File: config.mk
export PLATFORM = sky130hd
export DESIGN_NAME = font_glyph_streamer_flat
export DESIGN_NICKNAME = d
export VERILOG_FILES = /design/src/rtl/font_glyph_streamer_pkg.sv /design/src/rtl/font_glyph_streamer_if.sv /design/src/rtl/font_glyph_streamer.sv /design/src/flat_wrapper.sv
export SDC_FILE = /design/constraint.sdc
export NUM_CORES = 1
export LEC_CHECK = 0
export CORE_MARGIN = 2
export CORE_UTILIZATION = 56
export CTS_CLUSTER_SIZE = 12
export DETAILED_ROUTE_END_ITERATION = 16
export PLACE_DENSITY_LB_ADDON = 0.25
export SETUP_SLACK_MARGIN = 0.15
export SLEW_MARGIN = 40
export SYNTH_ARGS = -nofsm -noshare
export SYNTH_HDL_FRONTEND = slang
export SYNTH_SLANG_ARGS = --single-unit
File: constraint.sdc
create_clock -name clk -period 5.6 [get_ports clk]
set_input_delay 1.12 -clock clk [delete_from_list [all_inputs] [get_ports clk]]
set_output_delay 1.12 -clock clk [all_outputs]
set_load 0.005 [all_outputs]
File: src/rtl/font_glyph_streamer_pkg.sv
// rtl/font_glyph_streamer_pkg.sv - shared font geometry constants and streamer state encoding
package font_pkg;

   localparam int GLYPH_ROWS = 16;
   localparam int GLYPH_COLS = 8;
   localparam int CHAR_W     = 7;
   localparam int FONT_AW    = 14;
   localparam int ROW_W      = $clog2(GLYPH_ROWS);
   localparam int COL_W      = $clog2(GLYPH_COLS);

   typedef enum logic [1:0] {
      ST_IDLE,
      ST_FETCH,
      ST_DRAIN,
      ST_EMIT
   } stream_state_t;

   function automatic logic [GLYPH_COLS-1:0] bit_reverse(input logic [GLYPH_COLS-1:0] d);
      logic [GLYPH_COLS-1:0] r;
      for (int i = 0; i < GLYPH_COLS; i++) begin
         r[i] = d[GLYPH_COLS-1-i];
      end
      return r;
   endfunction

endpackage

File: src/rtl/font_glyph_streamer_if.sv
// rtl/font_glyph_streamer_if.sv - glyph request and row output handshakes
interface font_glyph_streamer_if;
   import font_pkg::*;

   logic              req_valid;
   logic              req_ready;
   logic [CHAR_W-1:0] req_char;
   logic              req_inv;
   logic              out_valid;
   logic              out_ready;
   logic [7:0]        out_data;
   logic              out_last;

   modport master (
      output req_valid, req_char, req_inv, out_ready,
      input  req_ready, out_valid, out_data, out_last
   );

   modport slave (
      input  req_valid, req_char, req_inv, out_ready,
      output req_ready, out_valid, out_data, out_last
   );

endinterface

File: src/rtl/font_glyph_streamer.sv
// rtl/font_glyph_streamer.sv - reads a 8x16 glyph bit-serially from font ROM and streams it row by row
module font_glyph_streamer
   import font_pkg::*;
#(
   parameter int REVERSE_BITS = 0
) (
   input  logic                clk,
   input  logic                reset_n,
   font_glyph_streamer_if.slave bus,
   output logic                busy,
   output logic [FONT_AW-1:0]  rom_ad,
   output logic                rom_ce,
   output logic                rom_oce,
   input  logic                rom_dout
);

   stream_state_t         state;
   logic [CHAR_W-1:0]     chr;
   logic                  inv;
   logic [ROW_W-1:0]      row;
   logic [COL_W-1:0]      col;
   logic [GLYPH_COLS-1:0] shift;
   logic [GLYPH_COLS-1:0] row_pix;

   assign rom_oce = 1'b1;

   // Shift register only changes outside EMIT, so the row stays stable under backpressure.
   assign row_pix      = shift ^ {GLYPH_COLS{inv}};
   assign bus.out_data = (REVERSE_BITS != 0) ? bit_reverse(row_pix) : row_pix;

   always_ff @(posedge clk or negedge reset_n) begin
      if (!reset_n) begin
         state         <= ST_IDLE;
         chr           <= '0;
         inv           <= 1'b0;
         row           <= '0;
         col           <= '0;
         shift         <= '0;
         busy          <= 1'b0;
         rom_ad        <= '0;
         rom_ce        <= 1'b0;
         bus.req_ready <= 1'b0;
         bus.out_valid <= 1'b0;
         bus.out_last  <= 1'b0;
      end else begin
         case (state)
            ST_IDLE: begin
               bus.req_ready <= 1'b1;
               if (bus.req_valid && bus.req_ready) begin
                  chr           <= bus.req_char;
                  inv           <= bus.req_inv;
                  row           <= '0;
                  col           <= '0;
                  rom_ad        <= {bus.req_char, ROW_W'(0), COL_W'(0)};
                  rom_ce        <= 1'b1;
                  busy          <= 1'b1;
                  bus.req_ready <= 1'b0;
                  state         <= ST_FETCH;
               end
            end
            ST_FETCH: begin
               // ROM data lags the address by one cycle: this cycle carries column col-1.
               if (col != '0) begin
                  shift[col - COL_W'(1)] <= rom_dout;
               end
               col <= col + COL_W'(1);
               if (col == COL_W'(GLYPH_COLS - 1)) begin
                  rom_ce <= 1'b0;
                  state  <= ST_DRAIN;
               end else begin
                  rom_ad <= {chr, row, col + COL_W'(1)};
               end
            end
            ST_DRAIN: begin
               shift[GLYPH_COLS-1] <= rom_dout;
               bus.out_valid       <= 1'b1;
               bus.out_last        <= (row == ROW_W'(GLYPH_ROWS - 1));
               state               <= ST_EMIT;
            end
            ST_EMIT: begin
               if (bus.out_ready) begin
                  bus.out_valid <= 1'b0;
                  bus.out_last  <= 1'b0;
                  if (row == ROW_W'(GLYPH_ROWS - 1)) begin
                     busy          <= 1'b0;
                     bus.req_ready <= 1'b1;
                     state         <= ST_IDLE;
                  end else begin
                     row    <= row + ROW_W'(1);
                     col    <= '0;
                     rom_ad <= {chr, row + ROW_W'(1), COL_W'(0)};
                     rom_ce <= 1'b1;
                     state  <= ST_FETCH;
                  end
               end
            end
            default: state <= ST_IDLE;
         endcase
      end
   end

endmodule

File: src/flat_wrapper.sv
// flat-port wrapper written by rule: the top's interface ports become plain ports
module font_glyph_streamer_flat import font_pkg::*;
#(
   parameter int REVERSE_BITS = 0
)
  (clk, reset_n, busy, rom_ad, rom_ce, rom_oce, rom_dout, bus_req_valid, bus_req_char, bus_req_inv, bus_out_ready, bus_req_ready, bus_out_valid, bus_out_data, bus_out_last);
  font_glyph_streamer_if bus_i ();
  input  logic clk;
  input  logic reset_n;
  output logic busy;
  output logic [FONT_AW-1:0] rom_ad;
  output logic rom_ce;
  output logic rom_oce;
  input  logic rom_dout;
  input wire logic [$bits(bus_i.req_valid)-1:0] bus_req_valid;
  input wire logic [$bits(bus_i.req_char)-1:0] bus_req_char;
  input wire logic [$bits(bus_i.req_inv)-1:0] bus_req_inv;
  input wire logic [$bits(bus_i.out_ready)-1:0] bus_out_ready;
  output wire logic [$bits(bus_i.req_ready)-1:0] bus_req_ready;
  output wire logic [$bits(bus_i.out_valid)-1:0] bus_out_valid;
  output wire logic [$bits(bus_i.out_data)-1:0] bus_out_data;
  output wire logic [$bits(bus_i.out_last)-1:0] bus_out_last;
  assign bus_i.req_valid = bus_req_valid;
  assign bus_i.req_char = bus_req_char;
  assign bus_i.req_inv = bus_req_inv;
  assign bus_i.out_ready = bus_out_ready;
  assign bus_req_ready = bus_i.req_ready;
  assign bus_out_valid = bus_i.out_valid;
  assign bus_out_data = bus_i.out_data;
  assign bus_out_last = bus_i.out_last;
  font_glyph_streamer #(.REVERSE_BITS(REVERSE_BITS)) u_core (.clk(clk), .reset_n(reset_n), .bus(bus_i), .busy(busy), .rom_ad(rom_ad), .rom_ce(rom_ce), .rom_oce(rom_oce), .rom_dout(rom_dout));
endmodule
* After elaboration in Yosys (flattened, before gate mapping)
Cells that the tools add are included.
** Word-level totals
- Register bits after elaboration :: 44
- Input bits :: 13
- Output and inout bits :: 28
** Cells by class
- Mux-type cells :: 38
- Equal/unequal tests :: 12
- $lt $le $gt $ge :: 2
- Reduce and logical (&&, ||, !) cells :: 19
- Bitwise logic cells :: 1
- Add/sub/neg operators :: 3
** Operator list (count)
- $mux W14 :: 4
- $pmux W14 S3 :: 1
- $mux W1 :: 12
- $mux W4 :: 3
- $reduce_and A4 Y1 :: 3
- $pmux W1 S2 :: 5
- $reduce_and A5 Y1 :: 2
- $mux W3 :: 3
- $pmux W3 S3 :: 1
- $bwmux W8 :: 1
- $mux W8 :: 1
- $ne A2 B1 Y1 const B :: 4
- $pmux W2 S4 :: 1
- $pmux W4 S2 :: 1
- $reduce_and A2 Y1 :: 4
- $xor A8 B8 Y8 :: 1
- $mux W2 :: 3
- $ne A2 B2 Y1 const B :: 3
- $reduce_and A3 Y1 :: 2
- $reduce_bool A2 Y1 :: 3
- $reduce_bool A3 Y1 :: 2
- $add A4 B1 Y4 const B :: 1
- $eq A2 B2 Y1 const B :: 2
- $eq A4 B4 Y1 const B :: 1
- other kinds (10) :: 11

* Depth between registers and ports, before layout
- Word-level depth :: 8
- Mapped depth :: 9
- Gate-level depth less buffers :: 6

* Worst setup path after synthesis
OpenSTA, ideal clock, no wires.
- Kind :: input-to-reg
- Start point :: input bus_req_valid
- End point :: register u_core.rom_ad[0]
- Data required time :: 5475 ps
- Stages :: 4
- Arrival :: 2140 ps
- Setup time :: 125 ps
- Setup slack :: 3335 ps
- Cell sequence :: a21boi_4 or4b_1 buf_4 mux2_4
** Between the ends
- Longest elaborated chain between the ends :: 3
** Ends and longest elaborated chain
- start, declared :: RTL line flat_wrapper.sv:15 : input wire logic [$bits(bus_i.req_valid)-1:0] bus_req_valid;
- $logic_and A1 B1 Y1 :: RTL line font_glyph_streamer.sv:49 : if (bus.req_valid && bus.req_ready) begin
- $ne A2 B1 Y1 (no line)
- $reduce_and A5 Y1 (no line)
- end signal, assigned :: RTL line font_glyph_streamer.sv:54 : rom_ad <= {bus.req_char, ROW_W'(0), COL_W'(0)};
- end signal, assigned :: RTL line font_glyph_streamer.sv:71 : rom_ad <= {chr, row, col + COL_W'(1)};
- end signal, assigned :: RTL line font_glyph_streamer.sv:91 : rom_ad <= {chr, row + ROW_W'(1), COL_W'(0)};
- end, declared :: RTL line font_glyph_streamer.sv:11 : output logic [FONT_AW-1:0] rom_ad,
No other way between the ends.
A chain may end at the register's enable or synchronous reset.

* Worst setup path in the final report
Same ends and word-level chain as after synthesis.

==> metrics.md <==
| Metric | Value |
|---|---|
| Area delta synth->final | `20.8%` |
| Max VDD drop | `0.000336 V` |
| Wire per inst | `between 10 and 15 µm` |
| Core Region | `between 4000 and 5000 µm²` |
| Status | `complete, no violations` |
| Wirelength, routed | `4620 µm` |
| Maximum root-to-sink buffer count | `2` |
| Layout cells sized above 1 | `between 15 and 20%` |
| I/O Buffers | `39` |
| Max-cap violation count | `0` |
| Most Crowded Layer GR | `met2` |
| RePlAce Congestion | `0.812` |
| Clock Latency Late Sink | `slightly above 0.3 ns` |
| Synth async-reset ratio | `100%` |
| Worst Setup End Kind | `flop` |
| Worst Path Arrival | `3.15 ns` |
| Met3 global-route usage | `3.90%` |
| Post-synth top area cell | `dfrtp_1` |
| Iteration-0 DRC Markers | `105` |
| Die X | `between 60 and 70 µm` |
| Synth Net Count | `249` |
| Syn avg cell area | `10.3 µm²` |
| Final period util | `52.8%` |
| Worst setup path class | `in2reg` |
| Vias per cell | `5.47` |
| Num CTS Buffers | `5` |
| Worst setup startpoint | `bus_req_valid` |
| GR Overflow Total | `0` |
| Synth top area cells | `dfrtp_1, mux2_2, ha_1` |
| RSZ-0062 raised after global routing | `false` |
| Max Fclk | `338 MHz` |
| Hold Crit Start | `u_core.rom_ad[9]` |
| Clock skew | `0.00605 ns` |
| Top-count cell post-synth | `dfrtp_1` |
| Mapped cell area | `2330 µm²` |
| Post-route setup TNS | `0 ns` |
| Cts repair resizes | `0` |
| RR Startpoint | `u_core.state[0]` |
| Slew HR | `55.3%` |
| Synth Instances | `around 230` |
| H-tree Lvls | `2` |
| Aggregate global-route resource usage | `22.5%` |
| Antenna diodes | `0` |
| Detail Route Antenna Nets | `0` |
| Initial core utilization | `58.3%` |
| # DRC | `0` |
| Chip height | `68.5 µm` |
| First-pass GRT wire length | `7780 µm` |
| Final hold violations | `0` |
| DP HPWL | `approximately 3200 µm` |
| Distinct cells, synth | `between 40 and 50` |
| Finished Core Util | `70.4%` |
| Sequential cell area fraction in the yosys report | `47.2%` |
| Max FO, Critical Path | `27` |
| Yosys reg bits | `44` |
| Largest net degree at the start of global routing | `45` |
| Root Buffer | `clkbuf_8` |
| Die ar. | `roughly 4700 µm²` |
| Period minus WS final | `roughly 3 ns` |
| First-pass DRT Iterations | `4` |
| Top cell type's share of synthesized area | `47.2%` |
| Min Hold Slack | `just under 0.5 ns` |
| Worst EP required | `5.79 ns` |
| Max-slew violations | `0` |
| Global routing met1 resource utilization | `around 28%` |
| Post-synth EDFFs | `0` |
| PwrDens | `571 nW/µm²` |
| Final setup viols | `0` |
| CTS tree | `done` |
| Leak | `roughly 0.0012 µW` |
| Post-CTS repair timing setup buffer count | `0` |
| Syn. warnings | `0` |
| Min-delay worst type | `reg2reg` |
| Met2 Usage GRT | `38.3%` |
| Commonest register cell after synthesis | `dfrtp_1` |
| Most frequent cells after synthesis | `dfrtp_1, nand2_1, mux2_2` |
| Tightest Pin Transition | `0.665 ns` |
| IO Pins | `41` |
| Hold_buf cts | `0` |
| Vias in the first global route | `1712` |
| Clock slew at reported path FFs | `0.09 ns` |
| Type of origin of the critical path | `primary input` |
| Final net count | `282` |
| Antenna violations before repair | `0` |
| DR vias | `1700` |
| Rows | `23` |
| Clk sinks | `44` |
[cells in the final DEF, fill, tap and decap left out, drive strengths merged, types with 9 or more instances in the layout]
cell type / n
a21oi: 13
clkdlybuf4s50: 38
dfrtp: 44
ha: 9
inv: 12
mux2: 19
nand2: 26
nor2: 13
o21ai: 26
xor2: 9
[critical path, cell delays in order]
cell and delay (ns):
clkdlybuf4s50_1 0.55, a21boi_4 0.09, or4b_2 0.99, mux2_4 0.39
[path summary, 6_finish.rpt]
check / depth (start not counted) / endpoint / slack [ns]
worst min-delay path: 2 / u_core.rom_ad[9] / 0.49
worst min register to register: 2 / u_core.rom_ad[9] / 0.49
worst max-delay path: 4 / u_core.rom_ad[0] / 2.64
worst max register to register: 4 / u_core.rom_ad[0] / 2.98
min in group asynchronous: 1 / u_core.state[0] / 0.80
max in group asynchronous: 1 / u_core.rom_ad[11] / 4.43
[state kept, by name, indices dropped and copies added (netlist names), 2 cells and up]
signal / count
u_core.rom_ad: 14
u_core.shift: 8
u_core.chr: 7
u_core.col: 3
u_core.state: 2
u_core.row: 4
[per-layer routing]
metal / routed length (µm) / vias up
li1: - / 853
met1: 2030 / 810
met2: 2340 / 30
met4: 101 / 0
met5: 0 / -
met3: 150 / 7
[through the flow]
step	instance area (µm²)	cells	setup WS (ns)	power, µW
final	2820	311	2.64	1610
after global routing	2820	311	2.58	1740
after detailed placement	2700	303	2.32	1360
after global placement	2700	303	2.32	1330
after floorplan	2330	227	3.34	1090
after CTS	2820	311	2.64	1620
[logic make-up (layout without fill, tap and decap cells)]
family,count (synthesis),after routing,synth area share (%)
simple gates,62,62,12.9
compound gates,53,53,14.3
flops,44,44,47.2
mux,24,24,11.5
buf+inv,24,58,5.31
xor+xnor,10,10,3.76
fa+ha+maj,9,9,4.83
other cells,1,1,0.161
[power breakdown]
group          switching [µW]  internal, µW
Sequential                105           441
Combinational             393           417
Clock                     117           134
Total                     615           993
[cell type report]
cell class,count,area (µm²)
Inverter,11,41.3
Sequential cell,44,1100
Tap cell,50,62.6
Timing Repair Buffer,39,388
Clock buffer,5,68.8
Fill cell,325,1180
Multi-Input combinational cell,159,1110
Clock inverter,3,46.3
No activity file was read; power rests on OpenSTA's default activity.
==> edit: new RTL, same flow settings <==
Make the reset (`reset_n`) synchronous in one clocked block.
--- a/src/rtl/font_glyph_streamer.sv
+++ b/src/rtl/font_glyph_streamer.sv
@@ -30,3 +30,3 @@
 
-   always_ff @(posedge clk or negedge reset_n) begin
+   always_ff @(posedge clk) begin
       if (!reset_n) begin
Check against the original RTL: differs if reset_n is asserted again (counterexample within 4 cycles, from zero or initial values and one cycle with reset_n low); with reset_n held inactive, the same outputs for 10 cycles.
==> edit against the original RTL <==
- total power fell by 30%
- synthesized cell count rose by 17%
- setup slack improved by 0.18 ns
- sequential cell count is the same
- routed wire length rose by 9.2%
- synthesized area fell by 2.6%
- largest cell class unchanged
- sequential share of layout area is 6.6 points lower
- final area decreased by 3.7%
- highest routed layer unchanged
==> edit: results (changes against the original RTL) <==
| Metric | Value |
|---|---|
| Status | `finished clean (unchanged)` |
| Wire length on met2 | `2310 µm (was 2340 µm)` |
| Slew HR | `47.9% (was 55.3%)` |
| Via count | `2011 (was 1700)` |
| First-pass GRT wire length | `8090 µm (was 7780 µm)` |
| Max Root-Sink Buffers | `2 (unchanged)` |
| # H-tree levels | `2 (unchanged)` |
| Worst Path Max Fanout | `9 (was 27)` |
| Cell Area, Placed | `2620 µm² (was 2700 µm²)` |
| Distinct cells, synth | `50 (was 41)` |
| Post-synth top area cell | `dfxtp_1 (was dfrtp_1)` |
| Clock latency on the worst-skew pair | `0.30 ns` |
| Layout Nets | `316 (was 282)` |
| Inst Count DP | `337 (was 303)` |
| Final Setup Violations | `0 (unchanged)` |
| Post-CTS sizing | `0 (unchanged)` |
| Met3 Wirelength | `266 µm (was 150 µm)` |
| Seq/Total Area, Yosys | `38.8% (was 47.2%)` |
| Largest net degree at the start of global routing | `31 (was 45)` |
| VDD IR max | `0.000195 V (was 0.000336 V)` |
| Dpl hpwl | `3450 µm (was 3230 µm)` |
| Vias per cell | `5.83 (was 5.47)` |
| Ratio of cells with drive above 1 in the final layout | `4.75% (was 15.3%)` |
| Initial drt markers | `138 (was 105)` |
| Synth Net Count | `288 (was 249)` |
| Initial antenna violation count | `0 (unchanged)` |
| DR top layer | `met4 (unchanged)` |
| Setup Buffers After CTS | `0 (unchanged)` |
| Clk_skew | `0.00527 ns (was 0.00605 ns)` |
| Clock root buffer | `clkbuf_8 (unchanged)` |
| Worst-path clk slew | `0.08 ns` |
| IO Port Bufs | `39 (unchanged)` |
| Biggest regs | `u_core.rom_ad (14), u_core.shift (8), u_core.chr (7) (unchanged)` |
| Top cells by count, synth | `dfxtp_1, a21oi_1, nand2_1 (was dfrtp_1, nand2_1, mux2_2)` |
| N_diodes | `0 (unchanged)` |
| Vias in the first global route | `1747 (was 1712)` |
| M1 wire length | `2390 µm (was 2030 µm)` |
| Post-Place Setup Slack | `2.56 ns (was 2.32 ns)` |
| Gpl congestion | `0.860 (was 0.812)` |
| CTS buffer count | `5 (unchanged)` |
| Async S/R FF share, synth | `0% (was 100%)` |
| Warning count from the yosys run | `0 (unchanged)` |
| HP Class | `reg2reg (unchanged)` |
| Lkg Pwr | `0.975 nW (was 1.22 nW)` |
| Largest cells by area after synthesis | `dfxtp_1, a21oi_1, nand2_1, ha_1, mux2i_1 (was dfrtp_1, mux2_2, ha_1, nand2_1, xor2_1)` |
| DR pass1 iterations | `4 (unchanged)` |
| GRT Resource Usage Total | `23.4% (was 22.5%)` |
| Post-Syn Area per Cell | `8.54 µm² (was 10.3 µm²)` |
| Pint | `0.694 mW (was 0.993 mW)` |
| Arr. time, crit path | `1.65 ns (was 3.15 ns)` |
| Per-cell routed wire length | `14.6 µm (was 14.9 µm)` |
## edit: final cells by class
class | instances | area [µm²]
Multi-Input combinational cell | 196 | 1250
Fill cell | 358 | 1230
Sequential cell | 44 | 881
Timing Repair Buffer | 40 | 398
Clock buffer | 8 | 90.1
Tap cell | 50 | 62.6
Inverter | 7 | 26.3
## edit: worst max-delay path, stage by stage (launching register included)
cell             delay, ns
dfxtp_1               0.62
xor2_1                0.21
clkdlybuf4s50_1       0.52
## edit: power by group through the flow
stage | clock network [mW] | logic, mW | registers (mW)
6_report | 0.205 | 0.509 | 0.417
4_1_cts | 0.209 | 0.508 | 0.416
3_5_place_dp | 0 | 0.507 | 0.422
5_1_grt | 0.219 | 0.566 | 0.424
3_3_place_gp | 0 | 0.493 | 0.422
2_1_floorplan | 0 | 0.362 | 0.416
## edit: logic make-up (layout without fill, tap and decap cells)
family                     after synthesis  after routing  share of synthesized area [%]
buffers and inverters                   26             55                           6.11
muxes                                   11             11                           4.85
other                                    1              1                          0.165
DFF                                     44             44                           38.8
AOI/OAI and AO/OA                       82             82                           23.7
and+or+nand+nor                         84             84                           18.0
xor gates and xnor gates                 9              9                           3.47
adders and majority gates                9              9                           4.96
## edit: per-layer routing
layer | vias to the layer above | track usage [%]
met4 | 0 | 9.18
met5 | - | 0
met3 | 8 | 4.17
li1 | 1014 | -
met2 | 56 | 37.7
met1 | 933 | 31.0
## edit: worst paths after layout
path / depth (start not counted) / start / slack, ns / to
hold reg to reg: 2 / u_core.chr[0] / 0.46 / u_core.chr[0]
setup / recovery: 2 / u_core.inv / 2.83 / bus_out_data[7]
hold / removal: 2 / u_core.chr[0] / 0.46 / u_core.chr[0]
setup reg to reg: 6 / u_core.state[0] / 3.30 / u_core.rom_ad[13]
